<file path="src/rtl/dmem_arbiter.sv">
// Two-port arbiter sharing the single-ported data memory between CPU (A) and debug/DMA (B).
// Optional bus lock for atomic read-modify-write: define DMEM_ARB_LOCK_EN.
module dmem_arbiter #(
  parameter int unsigned ADDR_W     = 8,
  parameter int unsigned DATA_W     = 16,
  parameter bit          FIXED_PRIO = 1'b0
) (
  input  logic              clk,
  input  logic              rst_n,
  input  logic              a_req,
  input  logic              a_we,
  input  logic [ADDR_W-1:0] a_addr,
  input  logic [DATA_W-1:0] a_wdata,
`ifdef DMEM_ARB_LOCK_EN
  input  logic              a_lock,
`endif
  output logic              a_gnt,
  output logic              a_rvalid,
  output logic [DATA_W-1:0] a_rdata,
  input  logic              b_req,
  input  logic              b_we,
  input  logic [ADDR_W-1:0] b_addr,
  input  logic [DATA_W-1:0] b_wdata,
`ifdef DMEM_ARB_LOCK_EN
  input  logic              b_lock,
`endif
  output logic              b_gnt,
  output logic              b_rvalid,
  output logic [DATA_W-1:0] b_rdata,
  output logic [ADDR_W-1:0] mem_addr,
  output logic [DATA_W-1:0] mem_wdata,
  output logic              mem_write,
  output logic              mem_read,
  input  logic [DATA_W-1:0] mem_rdata
);

  typedef enum logic [1:0] {
    IDLE  = 2'd0,
    OWN_A = 2'd1,
    OWN_B = 2'd2
  } state_e;

  state_e            state_q, state_d;
  logic              last_b_q, last_b_d;   // 1: B holds the most recent grant
  logic              lock_q, lock_d;       // current owner was granted with lock set
  logic              a_lock_c, b_lock_c;
  logic              hold_a, hold_b;
  logic              a_rvalid_q, b_rvalid_q;
  logic [DATA_W-1:0] a_rdata_q, b_rdata_q;

`ifdef DMEM_ARB_LOCK_EN
  assign a_lock_c = a_lock;
  assign b_lock_c = b_lock;
`else
  assign a_lock_c = 1'b0;
  assign b_lock_c = 1'b0;
`endif

  // A locked owner that keeps requesting keeps the memory; the other port waits.
  assign hold_a = lock_q && (state_q == OWN_A) && a_req;
  assign hold_b = lock_q && (state_q == OWN_B) && b_req;

  // State register
  always_ff @(posedge clk or negedge rst_n) begin
    if (!rst_n) begin
      state_q  <= IDLE;
      last_b_q <= 1'b1;
      lock_q   <= 1'b0;
    end else begin
      state_q  <= state_d;
      last_b_q <= last_b_d;
      lock_q   <= lock_d;
    end
  end

  // Next-state logic
  always_comb begin
    state_d  = IDLE;
    last_b_d = last_b_q;
    lock_d   = 1'b0;
    if (a_gnt) begin
      state_d  = OWN_A;
      last_b_d = 1'b0;
      lock_d   = a_lock_c;
    end else if (b_gnt) begin
      state_d  = OWN_B;
      last_b_d = 1'b1;
      lock_d   = b_lock_c;
    end
  end

  // Output logic: grants and memory drive
  always_comb begin
    a_gnt     = 1'b0;
    b_gnt     = 1'b0;
    mem_addr  = '0;
    mem_wdata = '0;
    mem_write = 1'b0;
    mem_read  = 1'b0;
    if (hold_a) begin
      a_gnt = 1'b1;
    end else if (hold_b) begin
      b_gnt = 1'b1;
    end else if (a_req && b_req) begin
      if (FIXED_PRIO || last_b_q) a_gnt = 1'b1;
      else                        b_gnt = 1'b1;
    end else begin
      a_gnt = a_req;
      b_gnt = b_req;
    end
    if (a_gnt) begin
      mem_addr  = a_addr;
      mem_wdata = a_wdata;
      mem_write = a_we;
      mem_read  = ~a_we;
    end else if (b_gnt) begin
      mem_addr  = b_addr;
      mem_wdata = b_wdata;
      mem_write = b_we;
      mem_read  = ~b_we;
    end
  end

  // Read return: capture combinational memory data at the end of a read grant
  always_ff @(posedge clk or negedge rst_n) begin
    if (!rst_n) begin
      a_rvalid_q <= 1'b0;
      b_rvalid_q <= 1'b0;
      a_rdata_q  <= '0;
      b_rdata_q  <= '0;
    end else begin
      a_rvalid_q <= a_gnt && !a_we;
      b_rvalid_q <= b_gnt && !b_we;
      if (a_gnt && !a_we) a_rdata_q <= mem_rdata;
      if (b_gnt && !b_we) b_rdata_q <= mem_rdata;
    end
  end

  assign a_rvalid = a_rvalid_q;
  assign b_rvalid = b_rvalid_q;
  assign a_rdata  = a_rdata_q;
  assign b_rdata  = b_rdata_q;

endmodule

</file>
<file path="config.mk">
export PLATFORM = sky130hd
export DESIGN_NAME = dmem_arbiter
export DESIGN_NICKNAME = d
export VERILOG_FILES = /design/src/rtl/dmem_arbiter.sv
export SDC_FILE = /design/constraint.sdc
export NUM_CORES = 1
export LEC_CHECK = 0
export CAP_MARGIN = 20
export CORE_UTILIZATION = 33
export CTS_BUF_LIST = sky130_fd_sc_hd__clkbuf_8
export DETAILED_ROUTE_END_ITERATION = 8
export PLACE_DENSITY = 0.82
export SYNTH_ARGS = -nofsm -noshare
export SYNTH_HDL_FRONTEND = slang
export SYNTH_SLANG_ARGS = --single-unit
</file>
<file path="constraint.sdc">
create_clock -name clk -period 2.2 [get_ports clk]
set_clock_uncertainty 0.05 [all_clocks]
set_input_delay 0.44 -clock clk [delete_from_list [all_inputs] [get_ports clk]]
set_output_delay 0.44 -clock clk [all_outputs]
set_load 0.05 [all_outputs]
</file>
# After elaboration in Yosys (flattened, before gate mapping)
# Index checks and enable logic that the tools add are counted.
# word_totals
reg_bits	35
in_bits	70
output_inout_bits	62
wordCells	27
# classes
mux	14
bitwise_logic	2
reduce_logical	6
# ops
cell	n
16-bit two-way mux	2
8-bit two-way mux	2
1-bit two-way mux	10
1-bit logical AND	3
1-bit logical NOT	2
1-bit NOT	2
2-bit nonzero test	1

# Depth between registers and ports, before layout
# depth
depth_word	4
depth_mapped	6
mapped_depth_nobuf	4

# Least setup slack after synthesis
# OpenSTA, ideal clock, no wires.
# synth_path
path_kind	input-to-output
startpoint	input port b_req
endpoint	output port mem_addr[0]
arrival_ps	1876
t_required_ps	1710
path_slack_ps	-166
cell_stages	3
path_buffers	1
cell_sequence	a21boi_4 > clkbuf_1 > a22o_1
# synth_between
elab_chain_cells	4
elab_cells_between_ends	5
cone_classes	4 x mux; 1 x reduce/logical
# synth_rtl
element	line_no	text
from (decl)	20	input logic b_req,
1-bit logical AND	104	end else if (a_req && b_req) begin
1-bit two-way mux (*)	104	
via b_gnt	27	output logic b_gnt,
8-bit two-way mux (*)	116	end else if (b_gnt) begin
8-bit two-way mux (*)	111	if (a_gnt) begin
to (decl)	30	output logic [ADDR_W-1:0] mem_addr,
# The timed path passes the listed nets; every way through them passes the cells marked *.

# Final worst setup path
# layout_path
startpoint	register last_b_q
endpoint	output port mem_wdata[3]
# layout_between
elab_chain_cells	4
elab_cells_between_ends	6
cone_classes	6 x mux
# layout_rtl
element	line_no	text
from (decl)	44	logic last_b_q, last_b_d;
from (signal assigned)	71	last_b_q <= last_b_d;
1-bit two-way mux	105	if (FIXED_PRIO || last_b_q) a_gnt = 1'b1;
1-bit two-way mux	104	
16-bit two-way mux	116	
16-bit two-way mux (*)	111	
to (decl)	31	output logic [DATA_W-1:0] mem_wdata,
# Mark *: on every way between the ends. The rest lies on a longest branch, timed or not.

==> reports/qor.yml <==
status: "complete, but fails checks"
violations: "DRC"
syn_area_um2: 1570
fillers: 249
period_needed_ns: 2.20
area_growth_syn_to_layout_pct: 128
crit_path_start_kind: "register"
met2_length_um: 3470
p_clk_frac: 0.170
max_slew.worst_pin.slew_ns: 0.520
synth_cells: 111
fin_crit_sh: 0.998
worstPathArrival_ns: 1.71
switching_share: 0.405
antenna_found_initial: 0
wl_per_cell_um: 20.4
yosys_warnings: 0
routed-wl-met3_um: 185
synth_area_leaders: "dfrtp_1, mux2_1, a22o_1"
slew_headroom: 0.652
cts_tree: "built"
finalSetupViolCount: 0
p_leak_uw: 0.00156
yosysTopAreaCell: "dfrtp_1"
fin_ws_ns: 0.00364
portBuffers: 131
wirelength_um: 6320
synth.avg_cell_area_um2: 14.1
rows: 24
preCtsSetupSlack_ns: -0.0806
firstDrtPassIters: 6
via_count: 1512
min_path_type: "reg -> reg"
hold_viol_final: 0
peakVddDrop_uv: 659
grt.overflow.total: 0
antenna_cells: 0
cts_hold_buf: 0
nets: 326
cts_buffers: 5
synth-seq-cells: 35
syn-num-nets: 181
ff2ff_setup_slack_ns: 0.43
grt_pass1_wl_um: 9250
maxCapViolations: 0
fmax_ghz: 0.455
yosysSeqAreaShare: 0.559
criticalPathCategory: "reg -> out"
final_util: 0.799
coreArea_um2: 4470
top_layer: "met4"
rsz0062_at_grt: "yes"
drc: 6
die_area_um2: 5040
initial_core_util: 0.351
grt_use_total: 0.249
cts.path.max_buffers: 2
grt_pass1_vias: 1685
p_switching_uw: 1190
htreeDepth: 2
cp_max_fo: 8
antenna_left: 0
cp.required_ns: 1.71
drt-vias-per-instance: 4.89
crit_path_end_kind: "output pin"
cts_num_sinks: 35
power_density_nw_per_um2: 820
grt_max_degree: 36
p_int_uw: 1740
hpwl_um: 4740
fin_tns_setup_ns: 0
clk_latency_ns: 0.28
die_w_um: 71.0
drive_gt1_frac: 0.296
globalplace.congestion: 0.791
met1_length_um: 2580
root_buffer: "clkbuf_8"
synth_top_area_frac: 0.542
pwr-share-comb: 0.545
ios: 132
fp.dieH_um: 71.0
path_clk_slew_ns: 0.07
drv_slew: 0
seqPwrFrac: 0.285
drt-initial-drc-count: 81
yosysUniqueCellTypes: 16
## layout make-up
cell class                 count  area, um2  share of cell area
timing repair buffer         146       1760               0.492
inverter                       3       11.3             0.00315
multi-input combinational     65        761               0.213
sequential                    35        877               0.245
tap                           52       65.1              0.0182
clock inverter                 1       3.75             0.00105
clock buffer                   7       96.3              0.0270
## cells in the mapped netlist
cell      number
buf_2          4
a22o_1        25
inv_1          1
nand2_1        2
inv_2          2
nor2b_1        1
buf_4          1
o21ai_0        1
dfrtp_1       34
dfstp_2        1
buf_6          1
a21boi_4       1
nand2b_1       2
and2_1         1
mux2_1        32
clkbuf_1       2
## routing by layer
layer | up-vias | GRT usage
met5 | - | 0
met4 | 0 | 0.0733
met3 | 10 | 0.0342
met1 | 748 | 0.307
met2 | 49 | 0.453
li1 | 705 | -
## layout by cell type, fill, tap and decap left out, types with 2 or more instances in the layout
master	count
dlygate4sd2_1	2
clkbuf_8	7
buf_12	30
buf_6	2
a22o_2	8
buf_4	10
nand2_1	2
dfrtp_1	34
clkdlybuf4s50_1	101
inv_1	2
inv_2	2
a22o_1	5
a22o_4	12
mux2_1	32
## timing repair
action | in CTS | in global routing
gates cloned | 1 | 0
gates resized for setup | 10 | 8
pin swaps | 6 | 1
endpoints found under the setup margin | 25 | 26
setup buffers | 3 | 1
## power by group through the flow
stage / Sequential, uW / Combinational, uW / Clock (uW)
after floorplan: 1280 / 377 / 0
after CTS: 836 / 1570 / 511
after global placement: 841 / 1510 / 0
final: 835 / 1600 / 497
after detailed placement: 848 / 1520 / 0
after global routing: 854 / 1640 / 536
## worst paths after layout
kind | from | end | cells past startpoint
max | last_b_q$_DFFE_PN1P_ | mem_wdata[3] | 5
min | a_rdata[11]$_DFFE_PN0P_ | a_rdata[11]$_DFFE_PN0P_ | 1
max reg2reg | last_b_q$_DFFE_PN1P_ | b_rdata[1]$_DFFE_PN0P_ | 6
min reg2reg | a_rdata[11]$_DFFE_PN0P_ | a_rdata[11]$_DFFE_PN0P_ | 1
max in group asynchronous | rst_n | last_b_q$_DFFE_PN1P_ | 2
min in group asynchronous | rst_n | b_rdata[2]$_DFFE_PN0P_ | 2
## metrics by stage
| stage | area, um2 | hold WS, ns | std cells | power (uW) |
|---|---|---|---|---|
| detailed placement | 3290 | 0.428 | 296 | 2370 |
| CTS | 3500 | 0.444 | 308 | 2920 |
| finish | 3570 | 0.436 | 309 | 2930 |
| global route | 3570 | 0.454 | 309 | 3030 |
| global placement | 3290 | 0.418 | 296 | 2350 |
| floorplan | 1580 | 0.0944 | 111 | 1660 |
## registers in the layout, indices dropped and copies added, names as in the netlist
signal	cells
a_rvalid	1
b_rvalid	1
b_rdata	16
last_b_q	1
a_rdata	16
## logic make-up (layout without fill, tap and decap cells)
kind of cell | Yosys count | in the layout | share of synthesized area
muxes | 32 | 32 | 0.229
AOI/OAI and AO/OA | 27 | 27 | 0.155
and+or+nand+nor | 6 | 6 | 0.0207
buffers and inverters | 11 | 157 | 0.0367
DFF | 35 | 35 | 0.559
## critical path, cell delays in order, from the launching register on
cell	delay, ns
dfstp_2	0.54
nand2b_4	0.12
and2_4	0.16
bufbuf_16	0.27
a22o_1	0.18
buf_12	0.15
Note: power is estimated with default switching activity, not from simulation.
